==> src/rtl/gen_cond_serializer.sv <==
`default_nettype none
// ============================================================================
// Module      : gen_cond_serializer
// Description : Parallel-to-serial transmitter whose datapath (shift register
//               or hold register + bit-index mux) is chosen at elaboration.
// Revision    : 1.0 - initial release
// ============================================================================
module gen_cond_serializer #(
    parameter int USE_FAST  = 1,
    parameter int WIDTH     = 8,
    parameter int LSB_FIRST = 1
) (
    input  logic             clk,
    input  logic             rst,
    input  logic             in_valid,
    output logic             in_ready,
    input  logic [WIDTH-1:0] in_data,
    output logic             ser_out,
    output logic             ser_valid,
    output logic             ser_last,
    output logic             busy
);

    localparam int             CW       = $clog2(WIDTH + 1);
    localparam logic           ST_IDLE  = 1'b0;
    localparam logic           ST_SHIFT = 1'b1;
    localparam logic [CW-1:0]  CNT_LAST = CW'(WIDTH - 1);

    logic          r_state;
    logic          w_state_nxt;
    logic [CW-1:0] r_cnt;
    logic [CW-1:0] w_cnt_nxt;
    logic          w_final;
    logic          w_load;
    logic          w_last_nxt;

    always_comb begin
        w_final     = (r_state == ST_SHIFT) && (r_cnt == CNT_LAST);
        in_ready    = !rst && ((r_state == ST_IDLE) || w_final);
        w_load      = in_valid && in_ready;
        w_state_nxt = r_state;
        w_cnt_nxt   = r_cnt;
        if (w_load) begin
            w_state_nxt = ST_SHIFT;
            w_cnt_nxt   = '0;
        end else if (r_state == ST_SHIFT) begin
            if (w_final) begin
                w_state_nxt = ST_IDLE;
                w_cnt_nxt   = '0;
            end else begin
                w_cnt_nxt   = r_cnt + CW'(1);
            end
        end
        // Both datapaths register the last strobe alongside the bit it tags.
        w_last_nxt = (w_state_nxt == ST_SHIFT) && (w_cnt_nxt == CNT_LAST);
    end

    always_ff @(posedge clk) begin
        if (rst) begin
            r_state <= ST_IDLE;
            r_cnt   <= '0;
        end else begin
            r_state <= w_state_nxt;
            r_cnt   <= w_cnt_nxt;
        end
    end

    assign ser_valid = r_state;
    assign busy      = r_state;

    if (USE_FAST != 0) begin : fast_impl
        logic [WIDTH-1:0] sh;
        logic             bit_q;
        logic             last_q;

        // sh holds only the bits not yet presented; bit_q is the live bit.
        always_ff @(posedge clk) begin
            if (rst) begin
                sh     <= '0;
                bit_q  <= 1'b0;
                last_q <= 1'b0;
            end else begin
                last_q <= w_last_nxt;
                if (w_load) begin
                    if (LSB_FIRST != 0) begin
                        bit_q <= in_data[0];
                        sh    <= in_data >> 1;
                    end else begin
                        bit_q <= in_data[WIDTH-1];
                        sh    <= in_data << 1;
                    end
                end else if (w_state_nxt == ST_SHIFT) begin
                    if (LSB_FIRST != 0) begin
                        bit_q <= sh[0];
                        sh    <= sh >> 1;
                    end else begin
                        bit_q <= sh[WIDTH-1];
                        sh    <= sh << 1;
                    end
                end else begin
                    bit_q <= 1'b0;
                end
            end
        end
    end else begin : slow_impl
        logic [WIDTH-1:0] hold;
        logic             bit_q;
        logic             last_q;
        logic [CW-1:0]    w_idx;
        logic             w_sel;

        always_comb begin
            w_idx = (LSB_FIRST != 0) ? w_cnt_nxt : (CNT_LAST - w_cnt_nxt);
            w_sel = 1'b0;
            for (int i = 0; i < WIDTH; i++) begin
                if (w_idx == CW'(i)) begin
                    w_sel = hold[i];
                end
            end
        end

        // The first bit bypasses hold, which is only written on this same edge.
        always_ff @(posedge clk) begin
            if (rst) begin
                hold   <= '0;
                bit_q  <= 1'b0;
                last_q <= 1'b0;
            end else begin
                last_q <= w_last_nxt;
                if (w_load) begin
                    hold  <= in_data;
                    bit_q <= in_data[(LSB_FIRST != 0) ? 0 : (WIDTH - 1)];
                end else if (w_state_nxt == ST_SHIFT) begin
                    bit_q <= w_sel;
                end else begin
                    bit_q <= 1'b0;
                end
            end
        end
    end

    if (USE_FAST != 0) begin : g_out_fast
        assign ser_out  = fast_impl.bit_q;
        assign ser_last = fast_impl.last_q;
    end else begin : g_out_slow
        assign ser_out  = slow_impl.bit_q;
        assign ser_last = slow_impl.last_q;
    end

endmodule
`default_nettype wire

==> config.mk <==
export PLATFORM = sky130hd
export DESIGN_NAME = gen_cond_serializer
export DESIGN_NICKNAME = d
export VERILOG_FILES = /design/src/rtl/gen_cond_serializer.sv
export SDC_FILE = /design/constraint.sdc
export NUM_CORES = 1
export LEC_CHECK = 0
export CORE_MARGIN = 2
export CORE_UTILIZATION = 47
export DETAILED_ROUTE_END_ITERATION = 10
export GPL_TIMING_DRIVEN = 0
export PLACE_DENSITY = 0.76
export SYNTH_ARGS = -nofsm -noshare
export SYNTH_HDL_FRONTEND = slang
export SYNTH_SLANG_ARGS = --single-unit
==> constraint.sdc <==
create_clock -name clk -period 1.85 [get_ports clk]
set_input_delay 0.185 -clock clk [delete_from_list [all_inputs] [get_ports clk]]
set_output_delay 0.185 -clock clk [all_outputs]
set_load 0.02 [all_outputs]
==> summary.md <==
| Metric | Value |
|---|---|
| CTS tree | `done` |
| Mean post-synth cell area | `8.51 µm²` |
| Rows | `13` |
| Die Area | `1810 µm²` |
| Min-delay worst type | `in2reg` |
| Pin count of the biggest net entering global routing | `11` |
| Clock Latency Late Sink | `280 ps` |
| Most Frequent Cell on Critical Path | `buf_2` |
| Post-Syn Nets | `94` |
| Worst path depth | `6` |
| Flop pwr share | `0.500` |
| Number of global-route vias before repair | `576` |
| Final worst slack | `143 ps` |
| Met3 Wirelength | `63 µm` |
| Routability Congestion | `0.722` |
| CTS Buf Count | `3` |
| Critical Path Source Type | `register` |
| Antenna Nets Post-Route | `0` |
| CP cell instances | `ha_4 > nand3b_1 > and2_1 > buf_2 > nor2_1 > buf_2` |
| CP bufs+invs | `2` |
| DR pass1 iterations | `2` |
| Crit path max-delay cell type | `dfxtp_4` |
| Iteration-0 DRC Markers | `8` |
| Tcrit/Tclk final | `0.922` |
| Max-slew violation count | `0` |
| Max Fclk | `586 MHz` |
| First-pass GRT wire length | `2390 µm` |
| Layout cell share with drive strength beyond 1 | `0.150` |
| WHS Path Cells | `3` |
| WL/cell | `11.8 µm` |
| RSZ-0062 raised after global routing | `no` |
| Crit-path leading delay family | `flip-flops` |
| CP peak stage delay | `390 ps` |
| Setup TNS | `0 ps` |
| Via Count | `622` |
| Top sig layer | `met3` |
| Post-layout net count | `113` |
| Number of synthesis warnings | `0` |
| Total wire length | `1350 µm` |
| Post-synthesis cell count | `82` |
| Count of final hold-check violations | `0` |
| Crit path DAT | `1520 ps` |
| Rel. slew slack | `0.699` |
| Starting Density | `0.517` |
| Clock Skew | `6.56 ps` |
| Unique cell type count in the Yosys netlist | `27` |
| Layout area overhead | `29.7%` |
| R2r worst-path depth | `5` |
| Clk pwr share | `0.333` |
| Most frequent cells in the layout | `clkdlybuf4s50_1 (13), dfxtp_1 (12), nor2b_1 (8)` |
| Switch share | `0.245` |
| Post-CTS Setup Bufs | `0` |
| Clock sink count | `14` |
| Worst-Margin Slew | `451 ps` |
| Tot Pwr | `658 µW` |
| Lkg Pwr | `0.000334 µW` |
| Dpl hpwl | `964 µm` |
| Crit path capture type | `output port` |
| # resized after CTS | `8` |
| IO Port Bufs | `14` |
| Gr usage total | `0.178` |
| Min Clock Period, post-route | `1710 ps` |
| Hold_buf cts | `0` |
| IO Count | `16` |
| H-tree depth | `1` |
| Status | `complete, no violations` |
| # fillers | `126` |
| CP Max Fanout | `9` |
| Required time of the critical path | `1660 ps` |
| GR Overflow Total | `0` |
| WL met2 | `665 µm` |
| Die Width | `42.5 µm` |
| Max_cap viols | `0` |
| Clock Tree Buf Depth | `2` |
| M1 WL | `623 µm` |
| Reg clk slew, reported paths | `90 ps` |
| Mapped Area | `698 µm²` |
| Setup-failing EPs final | `0` |
| Seq/Total Area, Yosys | `0.401` |
| Root Buffer | `clkbuf_4` |
| VDD IR max | `0.446 mV` |
| Core Area | `1350 µm²` |
| Count of state elements after synthesis | `14` |
| Vias/cell | `5.41` |
| Util after Layout | `0.671` |
| Most common cell after layout, fill and taps aside | `clkdlybuf4s50_1` |
| Internal Power | `497 µW` |
| Combinational share of power | `0.168` |
| Drt drc | `0` |
| CP Class | `reg2out` |
| Net switching power | `161 µW` |
| Post-Place Setup Slack | `-151 ps` |
| # diodes | `0` |
| Die height | `42.5 µm` |
| Hold Slack | `313 ps` |
| Pwr/cell area | `726 nW/µm²` |
| Initial antenna violation count | `0` |
==> state kept, by name, indices dropped and copies added (netlist names) <==
name and flops:
busy 1, fast_impl.sh 7, r_cnt 4, ser_last 1, ser_out 1
==> Yosys cell counts (all sizes together) <==
| cell type | n | area (µm²) |
|---|---|---|
| a211oi | 6 | 45.0 |
| a21o | 1 | 7.51 |
| a21oi | 6 | 30.0 |
| a221oi | 7 | 67.6 |
| a31oi | 1 | 6.26 |
| and2 | 1 | 6.26 |
| and4 | 1 | 8.76 |
| buf | 6 | 35.0 |
| clkbuf | 2 | 7.51 |
| dfxtp | 14 | 280 |
| ha | 1 | 12.5 |
| inv | 7 | 26.3 |
| mux2i | 1 | 10.0 |
| nand2 | 3 | 11.3 |
| nand3 | 2 | 10.0 |
| nand3b | 1 | 7.51 |
| nand4 | 1 | 6.26 |
| nor2 | 6 | 22.5 |
| nor2b | 8 | 50.1 |
| nor3 | 1 | 5.00 |
| nor3b | 2 | 15.0 |
| o21a | 1 | 7.51 |
| o21ai | 1 | 5.00 |
| or3 | 1 | 6.26 |
| xor2 | 1 | 8.76 |
==> cell type report <==
class	instances	area (µm²)	share of cell area
repair buffers	14	135	0.149
flip-flops and latches	14	285	0.315
multi-input cells	53	362	0.399
inverters	7	26.3	0.0290
plain buffers	8	42.5	0.0470
clock buffers	4	36.3	0.0401
well taps	15	18.8	0.0207
==> metrics by stage <==
step | cells | cell area [µm²]
detailed placement | 111 | 857
CTS | 115 | 912
global route | 115 | 906
global placement | 111 | 857
floorplan | 82 | 698
finish | 115 | 906
==> routing by layer <==
metal  global-route usage  up-vias
li1                     -      326
met1                0.223      285
met2                0.274       11
met3               0.0776        0
met4               0.0563        0
met5                    0        -
==> power groups by stage <==
stage	clock [µW]	combinational, µW	sequential [µW]
final	219	110	329
after floorplan	0	65.0	336
after global placement	0	111	334
after detailed placement	0	111	334
after global routing	244	123	331
after CTS	230	112	329
==> final timing paths <==
kind	endpoint	slack, ps	from
worst max-delay path	in_ready	140	r_cnt[0]
worst min register to register	fast_impl.sh[3]	440	fast_impl.sh[4]
worst min-delay path	r_cnt[0]	310	in_valid
worst max register to register	fast_impl.sh[2]	500	r_cnt[0]
==> tightest hold or removal path: stages <==
cell and delay, ps:
buf_2 160, nor2b_1 120, o21a_1 100
==> cell families after synthesis <==
family / Yosys count / synth area share
and+or+nand+nor: 27 / 0.213
DFF: 14 / 0.401
buffers and inverters: 15 / 0.0986
AOI/OAI and AO/OA: 23 / 0.242
muxes: 1 / 0.0143
xor gates and xnor gates: 1 / 0.0125
adders and majority gates: 1 / 0.0179
Note: power is estimated with default switching activity, not from simulation.
==> RTL change 1, RTL diff (same flow settings) <==
The parameter `WIDTH` goes from 8 to 16.
--- a/src/rtl/gen_cond_serializer.sv
+++ b/src/rtl/gen_cond_serializer.sv
@@ -8,5 +8,5 @@
 module gen_cond_serializer #(
     parameter int USE_FAST  = 1,
-    parameter int WIDTH     = 8,
+    parameter int WIDTH     = 16,
     parameter int LSB_FIRST = 1
 ) (
Interface: changed (resized in_data); port bits go from 16 to 24. No check against the original RTL was run, so the function may have changed too.
==> RTL change 1 against the unedited design <==
Total power rose by 49%. Combinational power rose by 85%. Non-clock buffer count rose by 11. Largest cell class unchanged. Area after synthesis rose by 65%. Sequential power rose by 67%. Hold slack improved by 170 ps. Worst setup slack got worse by 36 ps. Wire length rose by 72%. Critical path type unchanged. Sequential cell count rose by 9. Final cell count rose by 45%. Design area rose by 60%.
==> RTL change 1: results (changes against the unedited design) <==
Place
  • Placed Instance Area: 1410 µm² (+65%)
  • Port buffer count: 23 (+9)
  • GP Congestion: 0.719 (-0.32%)
  • HPWL Detailed: 1770 µm (+84%)
  • Pre-CTS setup slack: -278 ps (-127 ps)

CTS
  • Resized Gates After CTS: 9 (+1)
  • Worst-path clk slew: 130 ps (+40 ps)
  • Clock Latency Late Sink: 300 ps (+20 ps)

Pwr
  • Pint: 716 µW (+44%)
  • Pleak: 0.590 nW (+76%)
  • Peak supply drop: 0.535 mV (+20%)
  • Clock share of power: 23.5% (-9.8 points)
  • Seq. pwr: 549 µW (+67%)
  • Sw Pwr: 267 µW (+66%)

GRT
  • GRT Overall Usage: 18.9% (+1.1 points)
  • First-pass GRT wire length: 3840 µm (+60%)
  • Largest net degree at the start of global routing: 14 (+3)
  • Vias in the first global route: 888 (+54%)

STA
  • Hold_ws: 480 ps (+167 ps)
  • FMAX: 574 MHz (-2.0%)
  • Clk_skew: 1.87 ps (-4.69 ps)

Critical path
  • Setup slack, reg-to-reg: 530 ps (+30 ps)
  • Worst r2r dst: busy$_SDFF_PP0_
  • CP max stage delay: 410 ps (+20 ps)
  • Arrival @ worst endpoint: 1560 ps (+40 ps)
  • Crit path max fanout: 6 (-3)

Outcome
  • Outcome: finished clean

Final layout
  • Share of layout cells above drive strength 1: 22.3% (+7.3 points)
  • Count of nets after finishing: 160 (+42%)
  • Finished Cell Area: 1450 µm² (+60%)
  • Largest regs: fast_impl.sh (15), r_cnt (5)
  • Fillers: 200 (+59%)
  • Non-clk invs: 2 (-5)
  • Sequential cell area: 465 µm² (+63%)
  • Clock-cell share of area: 1.89% (-2.1 points)
  • #MultiIn Comb: 77 (+45%)
  • Fin cells: 167 (+45%)
  • Area share of buffers outside the clock network: 20.8% (+1.2 points)
  • Signal buffers: 33 (+50%)

Route
  • 1st-iter DRT viols: 5 (-3)
  • DR pass1 iterations: 4 (+2)
  • WL per Instance: 13.9 µm (+18%)
  • Via count: 906 (+46%)

Yosys
  • Synthesized Nets: 132 (+40%)
  • Unique masters post-synth: 30 (+11%)
  • Yosys reg bits: 23 (+9)
  • Syn avg cell area: 10.3 µm² (+20%)
  • Synth cell count leaders: dfxtp_1 (23), mux2i_1 (15), nor2_1 (15)
  • Top cells by area, synth: dfxtp_1 (40%), mux2i_1 (13%), a211oi_2 (12%)

Worst hold path
  • Hold Startpoint: in_data[0]
  • WHS Endpoint: ser_out$_SDFF_PP0_

Floorplanning
  • Die width: 53.4 µm (+26%)
-- RTL change 1: changes by cell type in the layout (fill, tap and decap cells not counted), moves of 8 or more --
cell	delta
mux2i_1	+14
a211oi_2	+11
clkdlybuf4s50_1	+9
dfxtp_1	+9
nor2_1	+9
nor2b_1	-8
-- RTL change 1: logic make-up after synthesis --
group | after synthesis | share of synthesized area (%)
mux | 15 | 13.1
fa+ha+maj | 1 | 1.09
compound gates | 26 | 20.9
buf+inv | 12 | 7.41
simple gates | 33 | 15.9
xor+xnor | 2 | 1.53
flops | 23 | 40.1
-- RTL change 1: layer usage --
| metal | vias up | GRT usage, % | part of all wire [%] |
|---|---|---|---|
| li1 | 457 | - | - |
| met1 | 433 | 20.9 | 43 |
| met2 | 14 | 36.0 | 53 |
| met3 | 2 | 2.54 | 2.9 |
| met4 | 0 | 6.41 | 0.60 |
| met5 | - | 0 | 0 |
==> RTL change 2, RTL diff (config.mk and constraints unchanged) <==
Made on the original files. Reset style: asynchronous (`rst`), changed in 3 clocked blocks.
--- a/src/rtl/gen_cond_serializer.sv
+++ b/src/rtl/gen_cond_serializer.sv
@@ -56,5 +56,5 @@
     end
 
-    always_ff @(posedge clk) begin
+    always_ff @(posedge clk or posedge rst) begin
         if (rst) begin
             r_state <= ST_IDLE;
@@ -75,5 +75,5 @@
 
         // sh holds only the bits not yet presented; bit_q is the live bit.
-        always_ff @(posedge clk) begin
+        always_ff @(posedge clk or posedge rst) begin
             if (rst) begin
                 sh     <= '0;
@@ -121,5 +121,5 @@
 
         // The first bit bypasses hold, which is only written on this same edge.
-        always_ff @(posedge clk) begin
+        always_ff @(posedge clk or posedge rst) begin
             if (rst) begin
                 hold   <= '0;
Behaviour: differs if rst is asserted again (counterexample within 4 cycles, from zero or initial values and one cycle with rst high); with rst held inactive, the same outputs for 10 cycles.
==> RTL change 2 against the unedited design <==
Worst setup slack better by 2.0 ps. Design area up 3.6%. Area after synthesis down 0.72%. Count of clock-buffer cells in the layout unchanged. Highest routed layer is now met4. Sequential cell count unchanged. Synthesized cell count down 21%. Wire length up 6.5%.
Power is not compared: it rests on default switching activity, and its combinational part moved more than twofold at a synthesized area within 25%.
==> RTL change 2: results (changes against the unedited design) <==
Outcome
  • Outcome: finished clean

CTS
  • Resized Gates After CTS: 6 (-2)
  • Setup Buffers After CTS: 1 (+1)

Route
  • 1st-iter DRT viols: 10 (+2)
  • DR pass1 iterations: 3 (+1)
  • Met3 routed WL: 61 µm (-3.2%)
  • DRT met1 WL: 672 µm (+7.9%)
  • Max Used Layer: met4
  • DRT Wirelength: 1440 µm (+6.5%)

GRT
  • Grt met2 use: 30.8% (+3.4 points)
  • Global-route met1 utilization: 20.8% (-1.6 points)
  • GRT Overall Usage: 18.2% (+0.43 points)

Yosys
  • Main synth FF type: dfrtp_1
  • Syn avg cell area: 10.7 µm² (+25%)
  • Synthesized Nets: 77 (-18%)
  • Top cells by area, synth: dfrtp_1 (51%), mux2i_1 (10%), nand3_1 (5.8%)
  • Post-synth ARST share: 100% (+100 points)
  • Synth cell count leaders: dfrtp_1 (14), nand3_1 (8), mux2i_1 (7), nand2_1 (7), o21ai_1 (7)

STA
  • Hold_ws: 333 ps (+19.9 ps)
  • Clk_skew: 2.63 ps (-3.94 ps)
  • Worst rel slew slack: 64.5% (-5.4 points)

Worst hold path
  • Hold WC Path Type: input port to asynchronous set/reset pin

Place
  • GP Congestion: 0.740 (+2.6%)
  • Placed Instance Area: 862 µm² (+0.58%)

Critical path
  • Worst r2r dst: r_cnt[1]$_DFF_PP0_
  • Critical Path Start: r_cnt[0]$_DFF_PP0_

Final layout
  • Share of layout cells above drive strength 1: 18.2% (+3.2 points)
RTL change 2: cell types whose count changed in the layout (fill, tap and decap cells not counted), moves of 6 or more:
cell      change
dfrtp_1      +14
nand3_1       +6
a211oi_1      -6
o21ai_1       +7
dfxtp_1      -12
nor2b_1       -7
mux2i_1       +6
a221oi_1      -6
RTL change 2: final cells by class:
class / count / area share [%]
sequential: 14 / 37.3
timing repair buffer: 19 / 18.9
clock buffer: 4 / 3.87
multi-input combinational: 45 / 34.1
inverter: 2 / 0.800
tap: 15 / 2.00
buffer: 4 / 2.93
RTL change 2: cells by family after synthesis:
family	share of synthesized area, %
DFF	50.5
adders and majority gates	1.80
and+or+nand+nor	19.9
muxes	11.7
AOI/OAI and AO/OA	9.75
buffers and inverters	5.05
xor gates and xnor gates	1.26
RTL change 2: critical path, stage by stage (launching register included):
cell	delay (ps)
dfrtp_1	410
ha_4	190
nand3b_4	110
and2_4	180
buf_6	130
nor2_1	80
buf_4	140
